==> config.mk <==
export PLATFORM = sky130hd
export DESIGN_NAME = chunked_subtractor
export DESIGN_NICKNAME = d
export VERILOG_FILES = /design/src/rtl/chunked_subtractor.sv
export SDC_FILE = /design/constraint.sdc
export NUM_CORES = 1
export LEC_CHECK = 0
export BUFFER_PORTS_ARGS = -buffer_cell sky130_fd_sc_hd__buf_4
export CORE_MARGIN = 10
export CORE_UTILIZATION = 45
export CTS_CLUSTER_DIAMETER = 60
export DETAILED_ROUTE_END_ITERATION = 12
export PLACE_DENSITY = 0.66
export SYNTH_ARGS = -nofsm -noshare
export SYNTH_HDL_FRONTEND = slang
export SYNTH_SLANG_ARGS = --single-unit
==> constraint.sdc <==
create_clock -name clk -period 2.95 [get_ports clk]
set_input_delay 0.1475 -clock clk [delete_from_list [all_inputs] [get_ports clk]]
set_output_delay 0.1475 -clock clk [all_outputs]
set_load 0.02 [all_outputs]
==> src/rtl/chunked_subtractor.sv <==
// rtl/chunked_subtractor.sv - digit-serial subtractor, CHUNK bits per cycle
//
// Computes z = x - y - borrow_in over NCHUNK = WIDTH/CHUNK cycles, using a
// registered carry between chunks (subtraction as x + ~y + ~borrow_in).
//
// Ports:
//   clk        rising-edge clock
//   rst_n      synchronous active-low reset
//   in_valid   operands present          in_ready   block can accept operands
//   x, y       minuend, subtrahend       borrow_in  incoming borrow
//   out_valid  result present            out_ready  consumer accepts result
//   z          difference mod 2^WIDTH
//   borrow_out unsigned borrow (x < y + borrow_in)
//   overflow   signed two's-complement overflow
module chunked_subtractor #(
  parameter int WIDTH = 8,
  parameter int CHUNK = 2
) (
  input  logic             clk,
  input  logic             rst_n,
  input  logic             in_valid,
  output logic             in_ready,
  input  logic [WIDTH-1:0] x,
  input  logic [WIDTH-1:0] y,
  input  logic             borrow_in,
  output logic             out_valid,
  input  logic             out_ready,
  output logic [WIDTH-1:0] z,
  output logic             borrow_out,
  output logic             overflow
);

  localparam int NCHUNK = WIDTH / CHUNK;
  localparam int CW     = (NCHUNK > 1) ? $clog2(NCHUNK) : 1;

  typedef enum logic [1:0] {IDLE, BUSY, DONE} state_t;

  state_t           state_q, state_d;
  logic [WIDTH-1:0] x_q, y_q, res_q, res_d, z_q;
  logic             carry_q, borrow_q, ovf_q;
  logic [CW-1:0]    cnt_q;
  logic [CHUNK:0]   sum;
  logic             last;

  // One chunk of x + ~y + carry; res_d is the result register with the
  // current chunk already merged in, so the final edge can load z directly.
  always_comb begin
    sum   = {1'b0, x_q[cnt_q*CHUNK +: CHUNK]}
          + {1'b0, ~y_q[cnt_q*CHUNK +: CHUNK]}
          + {{CHUNK{1'b0}}, carry_q};
    res_d = res_q;
    res_d[cnt_q*CHUNK +: CHUNK] = sum[CHUNK-1:0];
    last  = (cnt_q == CW'(NCHUNK - 1));
  end

  always_ff @(posedge clk) begin
    if (!rst_n) state_q <= IDLE;
    else        state_q <= state_d;
  end

  always_comb begin
    state_d = state_q;
    case (state_q)
      IDLE:    if (in_valid)  state_d = BUSY;
      BUSY:    if (last)      state_d = DONE;
      DONE:    if (out_ready) state_d = IDLE;
      default:                state_d = IDLE;
    endcase
  end

  assign in_ready   = (state_q == IDLE);
  assign out_valid  = (state_q == DONE);
  assign z          = z_q;
  assign borrow_out = borrow_q;
  assign overflow   = ovf_q;

  always_ff @(posedge clk) begin
    if (!rst_n) begin
      x_q      <= '0;
      y_q      <= '0;
      res_q    <= '0;
      z_q      <= '0;
      carry_q  <= 1'b0;
      borrow_q <= 1'b0;
      ovf_q    <= 1'b0;
      cnt_q    <= '0;
    end else begin
      case (state_q)
        IDLE: begin
          if (in_valid) begin
            x_q     <= x;
            y_q     <= y;
            carry_q <= ~borrow_in;   // borrow is an inverted carry
            cnt_q   <= '0;
          end
        end
        BUSY: begin
          res_q   <= res_d;
          carry_q <= sum[CHUNK];
          cnt_q   <= cnt_q + 1'b1;
          if (last) begin
            z_q      <= res_d;
            borrow_q <= ~sum[CHUNK];
            ovf_q    <= (x_q[WIDTH-1] != y_q[WIDTH-1]) &&
                        (res_d[WIDTH-1] != x_q[WIDTH-1]);
          end
        end
        default: ;
      endcase
    end
  end

endmodule

Word-level counts from Yosys, hierarchy flattened --
Cells that the tools add are included.
Storage, ports and cells: register bits 39, word-level logic and storage cells 44
Operators by class: $add $sub $neg 4, equal/unequal tests 8, shift-type cells 4, muxes and demuxes 9, bitwise operators 3, reductions and logical operators 7
Operators by type and width (number):
- $neg A3 Y34 | 1
- $shift A2 B34 Y8 const A | 1
- $shiftx A2 B34 Y8 | 1
- $shiftx A8 B4 Y2 | 2
- $bwmux W8 | 1
- $mux W2 | 4
- $pmux W2 S3 | 1
- $reduce_and A2 Y1 | 3
- $eq A2 B2 Y1 const B | 2
- $ne A2 B2 Y1 const B | 2
- $pmux W2 S2 | 1
- $add A2 B2 Y3 | 1
- $add A3 B1 Y3 | 1
- $reduce_and A3 Y1 | 1
- $add A2 B1 Y2 const B | 1
- $eq A2 B1 Y1 const B | 1
- $logic_not A2 Y1 | 1
- $ne A1 B1 Y1 | 2
- $ne A2 B1 Y1 const B | 1
- $not A1 Y1 | 2
- $not A2 Y2 | 1
- $pmux W1 S2 | 1
- $reduce_bool A2 Y1 | 1
- $logic_and A1 B1 Y1 | 1
- $mux W1 | 1

Logic depth before layout (Yosys ltp) --
Gate-level depths: netlist (run 1).
depth in word-level cells 8, depth in mapped cells 8, depth with buffers taken out 8

Worst setup path before layout (run 1) --
Ideal clock, no wire load.
kind flip-flop to flip-flop, start register cnt_q[0], end register ovf_q, in the netlist overflow, library setup time 135 ps, arrival time 2468 ps, required time 2815 ps, setup slack 346 ps, stages on the path, launching flop included 9, path buffers 1, clock period less this slack 2604 ps, path through dfxtp_1 > buf_4 > mux4_2 > fa_1 > inv_1 > fa_1 > and4bb_2 > mux2i_1 > o221ai_1
On the way: longest elaborated chain between the ends 8, elaborated cells on any way between the ends 13, those cells by class add/sub (3); eq/ne (2); shift (4); mux (1); bitwise (1); reduce/logical (2)
Ends and longest elaborated chain:
- start, declared | RTL line 41 | logic [CW-1:0] cnt_q;
- start signal, assigned | RTL line 100 | cnt_q <= cnt_q + 1'b1;
- $shiftx A8 B4 Y2 | RTL line 49 | + {1'b0, ~y_q[cnt_q*CHUNK +: CHUNK]}
- $not A2 Y2 | RTL line 49
- $add A2 B2 Y3 | RTL line 49
- $add A3 B1 Y3 | RTL line 50 | + {{CHUNK{1'b0}}, carry_q};
- $shiftx A2 B34 Y8 | RTL line 52 | res_d[cnt_q*CHUNK +: CHUNK] = sum[CHUNK-1:0];
- $bwmux W8 | RTL line 52
- $ne A1 B1 Y1 | RTL line 105 | (res_d[WIDTH-1] != x_q[WIDTH-1]);
- $logic_and A1 B1 Y1 | RTL line 104 | ovf_q <= (x_q[WIDTH-1] != y_q[WIDTH-1]) &&
- end signal, assigned | RTL line 104
- end, declared | RTL line 40 | logic carry_q, borrow_q, ovf_q;
Several ways; a longest one is shown, not always the timed one. A chain may end at the register's enable or synchronous reset.

Worst setup path after layout (run 1) --
Ends and elaborated chain as after synthesis.

==> results of run 1 <==
cell type report:
type / instances / area [µm²]
Sequential cell: 39 / 781
Clock buffer: 6 / 82.6
Fill cell: 411 / 1810
Inverter: 8 / 30.0
Tap cell: 50 / 62.6
Multi-Input combinational cell: 141 / 1010
Clock inverter: 1 / 5.00
Timing Repair Buffer: 34 / 255
logic make-up (layout without fill, tap and decap cells):
kind of cell               count (synthesis)  after routing  synth area share
adders and majority gates                  8              8            0.0606
and+or+nand+nor                           63             63             0.173
muxes                                      9              9            0.0738
AOI/OAI and AO/OA                         61             61             0.223
buffers and inverters                     20             49            0.0586
DFF                                       39             39             0.411
metal layers:
| layer | routed length [µm] | up-vias | share of wire |
|---|---|---|---|
| li1 | - | 755 | - |
| met1 | 1890 | 651 | 0.50 |
| met2 | 1660 | 24 | 0.44 |
| met3 | 162 | 5 | 0.043 |
| met4 | 57 | 0 | 0.015 |
| met5 | 0 | - | 0 |
stage by stage:
stage | instances | hold WS (ns) | cell area [µm²]
CTS | 279 | 0.0998 | 2220
global route | 279 | 0.0946 | 2220
detailed placement | 272 | 0.409 | 2140
global placement | 272 | 0.406 | 2140
floorplan | 200 | 0.292 | 1900
finish | 279 | 0.107 | 2220
worst reg2reg max path: cells and delay by family, from the launching register on:
family,cells,cell delay (ns)
flops,1,0.44
simple gates,1,0.28
mux,2,0.69
fa+ha+maj,2,0.84
compound gates,1,0.13
buf+inv,1,0.07
cells in the final DEF (no fill, tap or decap), drive strengths merged:
cell     instances
dfxtp           39
nand2           36
buf             34
a21boi          19
o21ai           17
a21oi           16
nor2b            9
inv              8
ha               6
clkbuf           6
mux2i            5
mux4             4
nand3            4
nor3b            3
nor2             2
a41oi            2
and3b            2
a31oi            2
fa               2
nor4b            1
and4b            1
nor4bb           1
nand2b           1
or3b             1
and2             1
o21a             1
and4bb           1
a2bb2oi          1
o211a            1
o2111ai          1
o221ai           1
clkinv           1
power by group through the flow:
stage	clock, mW	combinational [mW]	sequential (mW)
floorplan	0	0.136	0.580
global placement	0	0.177	0.586
detailed placement	0	0.180	0.586
CTS	0.373	0.180	0.574
global route	0.400	0.203	0.578
finish	0.359	0.178	0.574
registers in the layout (all words and copies together) (netlist names):
| name | count |
|---|---|
| res_q | 8 |
| overflow | 1 |
| carry_q | 1 |
| y_q | 8 |
| z | 8 |
| x_q | 8 |
| borrow_out | 1 |
| cnt_q | 2 |
| state_q | 2 |
worst min-delay path by stage:
stage | cells after the start | slack [ns] | endpoint
after CTS | 3 | 0.1 | x_q[4]
final | 3 | 0.11 | x_q[4]
after floorplan | 2 | 0.29 | x_q[0]
after global routing | 3 | 0.09 | x_q[4]
after detailed placement | 3 | 0.41 | y_q[7]
after global placement | 3 | 0.41 | x_q[7]
==> results.sh, run 1 <==
export IMPL_fmax_ghz=0.385
export IMPL_grt_util_all_layers=0.111
export IMPL_synthesis_area_um2=1900
export IMPL_reg2reg_depth=7
export IMPL_yosysWarnings=0
export IMPL_crit_cells=7
export IMPL_required_ns=3.09
export IMPL_hold_start="x[4]"
export IMPL_gr_usage_met1=0.141
export IMPL_clk_latency_ns=0.29
export IMPL_worstReg2RegEnd="overflow"
export IMPL_synth_area_per_cell_um2=9.50
export IMPL_synth_cell_type_count=37
export IMPL_critPathKind="register to register"
export IMPL_cts_tree="built"
export IMPL_finalPower_mw=1.11
export IMPL_routabilityCongestion=0.740
export IMPL_maxCapViolCount=0
export IMPL_combinationalPowerShare=0.160
export IMPL_r2r_start="cnt_q[0]"
export IMPL_die_area_um2=7220
export IMPL_drc=0
export IMPL_dp_slack_ns=0.338
export IMPL_worst_slew_pin_slew_ns=0.917
export IMPL_regToRegSetupSlack_ns=0.36
export IMPL_post_cts_buffers=0
export IMPL_met2_usage=0.166
export IMPL_fin_crit_sh=0.880
export IMPL_yosysMostFrequentCell="dfxtp_1"
export IMPL_cts_root_buf="clkbuf_8"
export IMPL_async_reset_ff_frac=0
export IMPL_syn_nets=229
export IMPL_p_sw_mw=0.287
export IMPL_cts_made_buffers=5
export IMPL_slowest_delay_ns=0.55
export IMPL_yosys_most_used_dff="dfxtp_1"
export IMPL_cp_end_kind="register"
export IMPL_clkPwrFrac=0.323
export IMPL_crit_top_cell="fa_1"
export IMPL_ys_top_cells_by_count="dfxtp_1 (39), nand2_1 (36), a21oi_1 (16), o21ai_0 (16), a21boi_2 (10)"
export IMPL_seq_power_share=0.517
export IMPL_fin_util=0.552
export IMPL_areaGrowthSynthToFinish_pct=17.1
export IMPL_switching_share=0.258
export IMPL_grt_max_degree=42
export IMPL_cp_max_fo=4
export IMPL_critPathTopFamily="adder cells"
export IMPL_p_leak_nw=0.891
export IMPL_grt_overflow=0
export IMPL_antenna_found_initial=0
export IMPL_clock_skew_final_ns=0.00585
export IMPL_synth_cells=200
export IMPL_intPower_mw=0.823
export IMPL_cp_start_kind="register"
export IMPL_wire_per_inst_um=13.5
export IMPL_coreArea_um2=4030
export IMPL_antenna_left=0
export IMPL_clk_pin_slew_ns=0.07
export IMPL_worst_slew_margin_rel=0.386
export IMPL_drt_wl_total_um=3770
export IMPL_met3_usage=0.0363
export IMPL_p_per_area_nw_per_um2=499
export IMPL_peakVddDrop_mv=0.300
export IMPL_fp_row_count=23
export IMPL_hp_class="input port to register"
export IMPL_clockBufferDepth=2
export IMPL_die_y_um=85.0
export IMPL_crit_start="cnt_q[0]"
export IMPL_worstPathCellList="mux4_2, fa_1, inv_1, fa_1, and4bb_2, mux2i_1, o221ai_1"
export IMPL_grt_pass1_wl_um=6690
export IMPL_setup_viol=0
export IMPL_ctsResizeCount=0
export IMPL_cts_hold_buffers=0
export IMPL_drt_iter0_drc=103
export IMPL_nets=258
export IMPL_setup_tns_final_ns=0
export IMPL_dr_pass1_iters=4
export IMPL_outcome="finished clean"
export IMPL_crit_end="overflow"
export IMPL_busiest_layer="met2"
export IMPL_critical_path_arrival_ns=2.74
export IMPL_synth_edf_count=0
export IMPL_ys_seq_elements=39
export IMPL_place_hpwl_um=2650
export IMPL_synth_seq_area_share=0.411
export IMPL_rsz0062_at_grt="no"
export IMPL_timing_critical_path_buf_inv=1
export IMPL_drv_slew=0
export IMPL_vias=1435
export IMPL_drive_gt1_frac=0.258
export IMPL_synth_top_cell_by_area="dfxtp_1"
export IMPL_synth_area_leaders="dfxtp_1 (41%), nand2_1 (7.1%), a21boi_2 (5.9%)"
export IMPL_pin_count=33
export IMPL_grt_pass1_vias=1411
export IMPL_vias_per_cell=5.14
export IMPL_start_util=0.471
export IMPL_cts_sinks=39
export IMPL_fin_crit_ns=2.59
export IMPL_die_w_um=85.0
export IMPL_io_buffer_count=32
export IMPL_worst_slack_ns=0.355
export IMPL_diodes=0
export IMPL_final_hold_violation_count=0
export IMPL_htreeDepth=2
export IMPL_cpMaxStageDelayCell="mux4_2"
export IMPL_yosysTopAreaCellShare=0.411
Note: power is estimated with default switching activity, not from simulation.
==> inputs of run 2 (changes only) <==
--- a/config.mk
+++ b/config.mk
@@ -6,7 +6,7 @@
 export NUM_CORES = 1
 export LEC_CHECK = 0
 export BUFFER_PORTS_ARGS = -buffer_cell sky130_fd_sc_hd__buf_4
-export CORE_MARGIN = 10
+export CORE_MARGIN = 8
 export CORE_UTILIZATION = 45
 export CTS_CLUSTER_DIAMETER = 60
 export DETAILED_ROUTE_END_ITERATION = 12
==> constraint.sdc (replaced) <==
create_clock -name clk -period 3.2 [get_ports clk]
set_input_delay 0.16 -clock clk [delete_from_list [all_inputs] [get_ports clk]]
set_output_delay 0.16 -clock clk [all_outputs]
set_load 0.02 [all_outputs]
==> run 2 against run 1 <==
- die area fell by 9.2%
- fmax up 0.63%
- sequential power is 7.7% lower
- first-iteration DRC count fell by 20%
- critical path depth unchanged
- global-route usage grew 1.1 points
- count of clock-buffer cells in the layout did not move
- largest cell class unchanged
- largest power group unchanged
==> results.sh, run 2 (synthesis gave the netlist of run 1 again) <==
export IMPL_outcome="finished clean"
export IMPL_final_area_um2=2210
export IMPL_hp_class="input port to register"
export IMPL_grt_pass1_vias=1380
export IMPL_cp_end_kind="register"
export IMPL_vias_per_cell=5.23
export IMPL_htreeDepth=2
export IMPL_worstReg2RegEnd="overflow"
export IMPL_grt_max_degree=42
export IMPL_nets=258
export IMPL_reg2reg_depth=7
export IMPL_final_cell_mix="dfxtp_1 (39), nand2_1 (36), buf_4 (34)"
export IMPL_r2r_start="cnt_q[0]"
export IMPL_worstPathCellList="mux4_2, fa_1, inv_1, fa_1, and4bb_2, mux2i_1, o221ai_1"
export IMPL_cp_start_kind="register"
export IMPL_setup_tns_final_ns=0
export IMPL_grt_pass1_wl_um=6370
export IMPL_worst_slew_pin_slew_ns=0.843
export IMPL_finalPower_mw=0.991
export IMPL_hold_depth=3
export IMPL_ctsResizeCount=0
export IMPL_grt_util_all_layers=0.122
export IMPL_cts_hold_buffers=0
export IMPL_clk_latency_ns=0.28
export IMPL_drc=0
export IMPL_io_buffer_count=32
export IMPL_wire_per_inst_um=13.2
export IMPL_post_cts_buffers=0
export IMPL_cts_sinks=39
export IMPL_crit_top_cell="fa_1"
export IMPL_required_ns=3.33
export IMPL_worst_slew_margin_rel=0.435
export IMPL_clockBufferDepth=2
export IMPL_clock_skew_final_ns=0.00477
export IMPL_hold_start="x[6]"
export IMPL_crit_cells=7
export IMPL_seq_area_um2=781
export IMPL_fill_cells=390
export IMPL_die_w_um=81.0
export IMPL_fin_crit_ns=2.58
export IMPL_final_common_cell="dfxtp_1"
export IMPL_cts_tree="built"
export IMPL_p_leak_nw=0.882
export IMPL_final_hold_violation_count=0
export IMPL_drt_wl_total_um=3670
export IMPL_critical_path_arrival_ns=2.71
export IMPL_antenna_left=0
export IMPL_setup_viol=0
export IMPL_die_area_um2=6560
export IMPL_hold_path_endpoint="x_q[6]"
export IMPL_pin_count=33
export IMPL_drive_gt1_frac=0.250
export IMPL_dp_slack_ns=0.619
export IMPL_rsz0062_at_grt="no"
export IMPL_slowest_delay_ns=0.54
export IMPL_die_y_um=81.0
export IMPL_vias=1455
export IMPL_clk_pin_slew_ns=0.07
export IMPL_fp_row_count=23
export IMPL_cts_made_buffers=5
export IMPL_placed_cell_area_um2=2140
export IMPL_critPathKind="register to register"
export IMPL_place_hpwl_um=2570
export IMPL_p_per_area_nw_per_um2=449
export IMPL_grt_overflow=0
export IMPL_cts_root_buf="clkbuf_8"
export IMPL_fin_crit_sh=0.806
export IMPL_cp_max_fo=4
export IMPL_regToRegSetupSlack_ns=0.62
export IMPL_cpMaxStageDelayCell="mux4_2"
export IMPL_timing_critical_path_buf_inv=1
export IMPL_antenna_found_initial=0
export IMPL_routabilityCongestion=0.765
export IMPL_diodes=0
export IMPL_fmax_ghz=0.388
export IMPL_peakVddDrop_mv=0.247
export IMPL_coreArea_um2=4030
export IMPL_start_util=0.471
export IMPL_multi_input_area_um2=1010
export IMPL_drv_slew=0
export IMPL_dr_pass1_iters=4
export IMPL_worst_slack_ns=0.622
export IMPL_maxCapViolCount=0
export IMPL_drt_iter0_drc=82
export IMPL_fin_util=0.548
export IMPL_areaGrowthSynthToFinish_pct=16.3
export IMPL_critPathTopFamily="adder cells"
[run 2: final cells by class]
cell class,instances,area share
multi-input cells,141,0.456
clock buffers,6,0.0329
inverters,8,0.0136
flip-flops and latches,39,0.354
repair buffers,34,0.116
well taps,50,0.0283
[run 2: worst max path at each step]
| stage | from | to | slack (ns) |
|---|---|---|---|
| after floorplan | cnt_q[0] | overflow | 0.60 |
| after CTS | cnt_q[0] | overflow | 0.61 |
| after global routing | cnt_q[0] | z[7] | 0.44 |
| final | cnt_q[0] | overflow | 0.62 |
| after detailed placement | cnt_q[0] | z[7] | 0.62 |
| after global placement | cnt_q[0] | overflow | 0.64 |
[run 2: routing by layer]
layer	up-vias	track usage	routed length [µm]
li1	753	-	-
met1	665	0.163	1840
met2	31	0.179	1560
met3	6	0.0342	197
met4	0	0.0589	68
met5	-	0	0
[run 2: worst reg2reg max path, stage by stage, from the launching register on]
cell	delay [ns]
dfxtp_1	0.43
mux4_2	0.54
fa_1	0.37
inv_1	0.07
fa_1	0.47
and4bb_2	0.28
mux2i_1	0.14
o221ai_1	0.13
[run 2: metrics by stage]
step                instances  hold WS (ns)
floorplan                 200         0.305
global placement          272         0.418
detailed placement        272         0.421
CTS                       278         0.122
global route              278         0.119
finish                    278         0.126
[run 2: power by group]
group	switching, mW	leakage, nW	internal, mW
clock	0.153	0.0371	0.145
sequential	0.0183	0.319	0.511
combinational	0.0850	0.526	0.0787
total	0.256	0.882	0.735
==> inputs of run 3 (changes only) <==
--- a/config.mk
+++ b/config.mk
@@ -5,12 +5,13 @@
 export SDC_FILE = /design/constraint.sdc
 export NUM_CORES = 1
 export LEC_CHECK = 0
+export ABC_AREA = 1
 export BUFFER_PORTS_ARGS = -buffer_cell sky130_fd_sc_hd__buf_4
 export CORE_MARGIN = 8
 export CORE_UTILIZATION = 45
 export CTS_CLUSTER_DIAMETER = 60
 export DETAILED_ROUTE_END_ITERATION = 12
-export PLACE_DENSITY = 0.66
+export PLACE_DENSITY = 0.69
 export SYNTH_ARGS = -nofsm -noshare
 export SYNTH_HDL_FRONTEND = slang
 export SYNTH_SLANG_ARGS = --single-unit
==> constraint.sdc (replaced) <==
create_clock -name clk -period 2.3 [get_ports clk]
set_input_delay 0.115 -clock clk [delete_from_list [all_inputs] [get_ports clk]]
set_output_delay 0.115 -clock clk [all_outputs]
set_load 0.02 [all_outputs]
==> run 3 against run 2 <==
- routed wire length is 9.6% higher
- largest cell class unchanged
- total power is 58% higher
- sequential power is 41% higher
- first-iteration DRC count is 37% lower
==> results.sh, run 3 <==
export IMPL_p_sw_mw=0.441
export IMPL_die_w_um=80.4
export IMPL_fp_row_count=23
export IMPL_die_area_um2=6470
export IMPL_syn_nets=278
export IMPL_synth_compound_area_frac=0.223
export IMPL_timing_critical_path_buf_inv=4
export IMPL_combinationalPowerShare=0.204
export IMPL_clk_pin_slew_ns=0.08
export IMPL_seq_power_share=0.476
export IMPL_synth_cells=249
export IMPL_start_util=0.467
export IMPL_grt_max_degree=30
export IMPL_cp_end_kind="register"
export IMPL_dr_pass1_iters=4
export IMPL_switching_share=0.282
export IMPL_dp_slack_ns=-0.00927
export IMPL_regToRegSetupSlack_ns=0.06
export IMPL_ys_seq_elements=39
export IMPL_drt_wl_total_um=4020
export IMPL_drt_iter0_drc=52
export IMPL_p_leak_nw=1.12
export IMPL_setup_viol=0
export IMPL_required_ns=2.48
export IMPL_grt_overflow=0
export IMPL_synthMuxAreaShare=0
export IMPL_peakVddDrop_mv=0.327
export IMPL_hp_class="input port to register"
export IMPL_p_per_area_nw_per_um2=672
export IMPL_fmax_ghz=0.447
export IMPL_coreArea_um2=4000
export IMPL_synth_top_family_by_area="compound AO/OA/AOI/OAI gates"
export IMPL_intPower_mw=1.12
export IMPL_worstPathCellList="buf_6, a21oi_2, a32o_2, fa_2, inv_2, fa_1, inv_2, nor2_4, nand2_1, o22ai_2, o21bai_1, inv_1"
export IMPL_synth_cell_type_count=29
export IMPL_final_cell_mix="nor2_1 (44), buf_4 (39), dfxtp_1 (37)"
export IMPL_drive_gt1_frac=0.255
export IMPL_grt_pass1_vias=1561
export IMPL_antenna_found_initial=0
export IMPL_vias_per_cell=4.82
export IMPL_outcome="finished clean"
export IMPL_htreeDepth=2
export IMPL_synth_seq_area_share=0.418
export IMPL_async_reset_ff_frac=0
export IMPL_drc=0
export IMPL_synth_area_per_cell_um2=7.50
export IMPL_yosysWarnings=0
export IMPL_areaGrowthSynthToFinish_pct=24.7
export IMPL_cp_start_kind="register"
export IMPL_place_hpwl_um=2970
export IMPL_diodes=0
export IMPL_final_cells=336
export IMPL_fin_crit_ns=2.24
export IMPL_ys_top_cells_by_count="nor2_1 (45), inv_1 (40), dfxtp_1 (39), o21ai_0 (39)"
export IMPL_yosysMostFrequentCell="nor2_1"
export IMPL_critPathKind="register to register"
export IMPL_whs_ns=0.0730
export IMPL_wire_per_inst_um=12.0
export IMPL_finalPower_mw=1.57
export IMPL_slowest_delay_ns=0.45
export IMPL_drv_slew=0
export IMPL_fill_cells=386
export IMPL_cp_max_fo=6
export IMPL_cts_root_buf="clkbuf_8"
export IMPL_worst_slew_pin_slew_ns=0.358
export IMPL_synth_edf_count=0
export IMPL_io_buffer_count=32
export IMPL_yosys_most_used_dff="dfxtp_1"
export IMPL_synth_fa_ha_area_frac=0.0617
export IMPL_routabilityCongestion=0.804
export IMPL_synth_area_leaders="dfxtp_1 (42%), o21ai_0 (10%), nor2_1 (9.0%)"
export IMPL_yosysTopAreaCellShare=0.418
export IMPL_fin_crit_sh=0.974
export IMPL_rsz0062_at_grt="yes"
export IMPL_cpMaxStageDelayCell="fa_1"
export IMPL_clock_skew_final_ns=0.00683
export IMPL_clkPwrFrac=0.321
export IMPL_antenna_left=0
export IMPL_yosys_area_share_simple=0.180
export IMPL_cts_made_buffers=5
export IMPL_maxCapViolCount=0
export IMPL_vias=1621
export IMPL_crit_top_cell="inv_2"
export IMPL_placed_cells=327
export IMPL_final_hold_violation_count=0
export IMPL_die_y_um=80.4
export IMPL_synth_xor_xnor_area_share=0
export IMPL_clk_latency_ns=0.29
export IMPL_clockBufferDepth=2
export IMPL_cts_hold_buffers=0
export IMPL_pin_count=33
export IMPL_grt_util_all_layers=0.134
export IMPL_worst_slew_margin_rel=0.761
export IMPL_nets=314
export IMPL_cts_tree="built"
export IMPL_cts_sinks=39
export IMPL_grt_pass1_wl_um=6910
export IMPL_synth_top_cell_by_area="dfxtp_1"
export IMPL_critical_path_arrival_ns=2.42
export IMPL_final_common_cell="nor2_1"
export IMPL_synthesis_area_um2=1870
export IMPL_worst_slack_ns=0.0607
export IMPL_critPathTopFamily="adder cells"
-- run 3: changes by cell type in the layout (fill, tap and decap cells not counted), sizes merged, moves of 6 or more --
cell    previous run  this run
a21boi            19         0
inv                8        41
buf               34        40
o21ai             17        42
nor2               2        48
nor2b              9         0
nand2             36        19
-- run 3: worst min-delay path: stages --
cell and delay, ns:
buf_4 0.07, o21ai_0 0.07, nor2_1 0.07
-- run 3: repair_timing --
action                                  4_1_cts  5_1_grt
pin swaps                                     0        8
endpoints found under the setup margin        5        9
resized for setup                             1       26
buffers inserted                              0        1
-- run 3: kinds of logic (layout without fill, tap and decap cells) --
| logic type | after synthesis | count (layout) |
|---|---|---|
| AND/OR/NAND/NOR | 75 | 75 |
| AO/OA/AOI/OAI | 75 | 75 |
| flip-flops | 39 | 39 |
| buffers and inverters | 52 | 89 |
| adder cells (fa/ha/maj) | 8 | 8 |
-- run 3: area by class of cell --
class / count / area, µm² / area share
Clock buffer: 8 / 100 / 0.0430
Timing Repair Buffer: 40 / 304 / 0.131
Multi-Input combinational cell: 158 / 920 / 0.395
Sequential cell: 39 / 786 / 0.337
Inverter: 41 / 156 / 0.0672
Tap cell: 50 / 62.6 / 0.0269
-- run 3: metal layers --
layer,share of wire,track usage,up-vias
li1,-,-,873
met4,0.013,0.0436,0
met1,0.46,0.149,706
met2,0.47,0.225,37
met3,0.062,0.0547,5
met5,0,0,-
-- run 3: worst paths after layout --
check,cells past startpoint,startpoint,to
worst min register to register,2,x_q[5],x_q[5]
worst max-delay path,12,cnt_q[0],z[3]
worst min-delay path,3,y[2],y_q[2]
worst max register to register,12,cnt_q[0],z[3]
-- run 3: stage by stage --
stage	TNS, ns	utilization	area, µm²
CTS	0	0.564	2260
detailed placement	-0.00927	0.539	2160
global route	-0.258	0.582	2330
floorplan	0	-	1870
finish	0	0.582	2330
global placement	0	0.539	2160
-- run 3: power by group through the flow --
stage          clock network [mW]  logic [mW]  registers, mW
6_report                    0.502       0.319          0.745
2_1_floorplan                   0       0.205          0.754
5_1_grt                     0.549       0.362          0.750
3_3_place_gp                    0       0.279          0.758
4_1_cts                     0.513       0.286          0.743
3_5_place_dp                    0       0.285          0.759
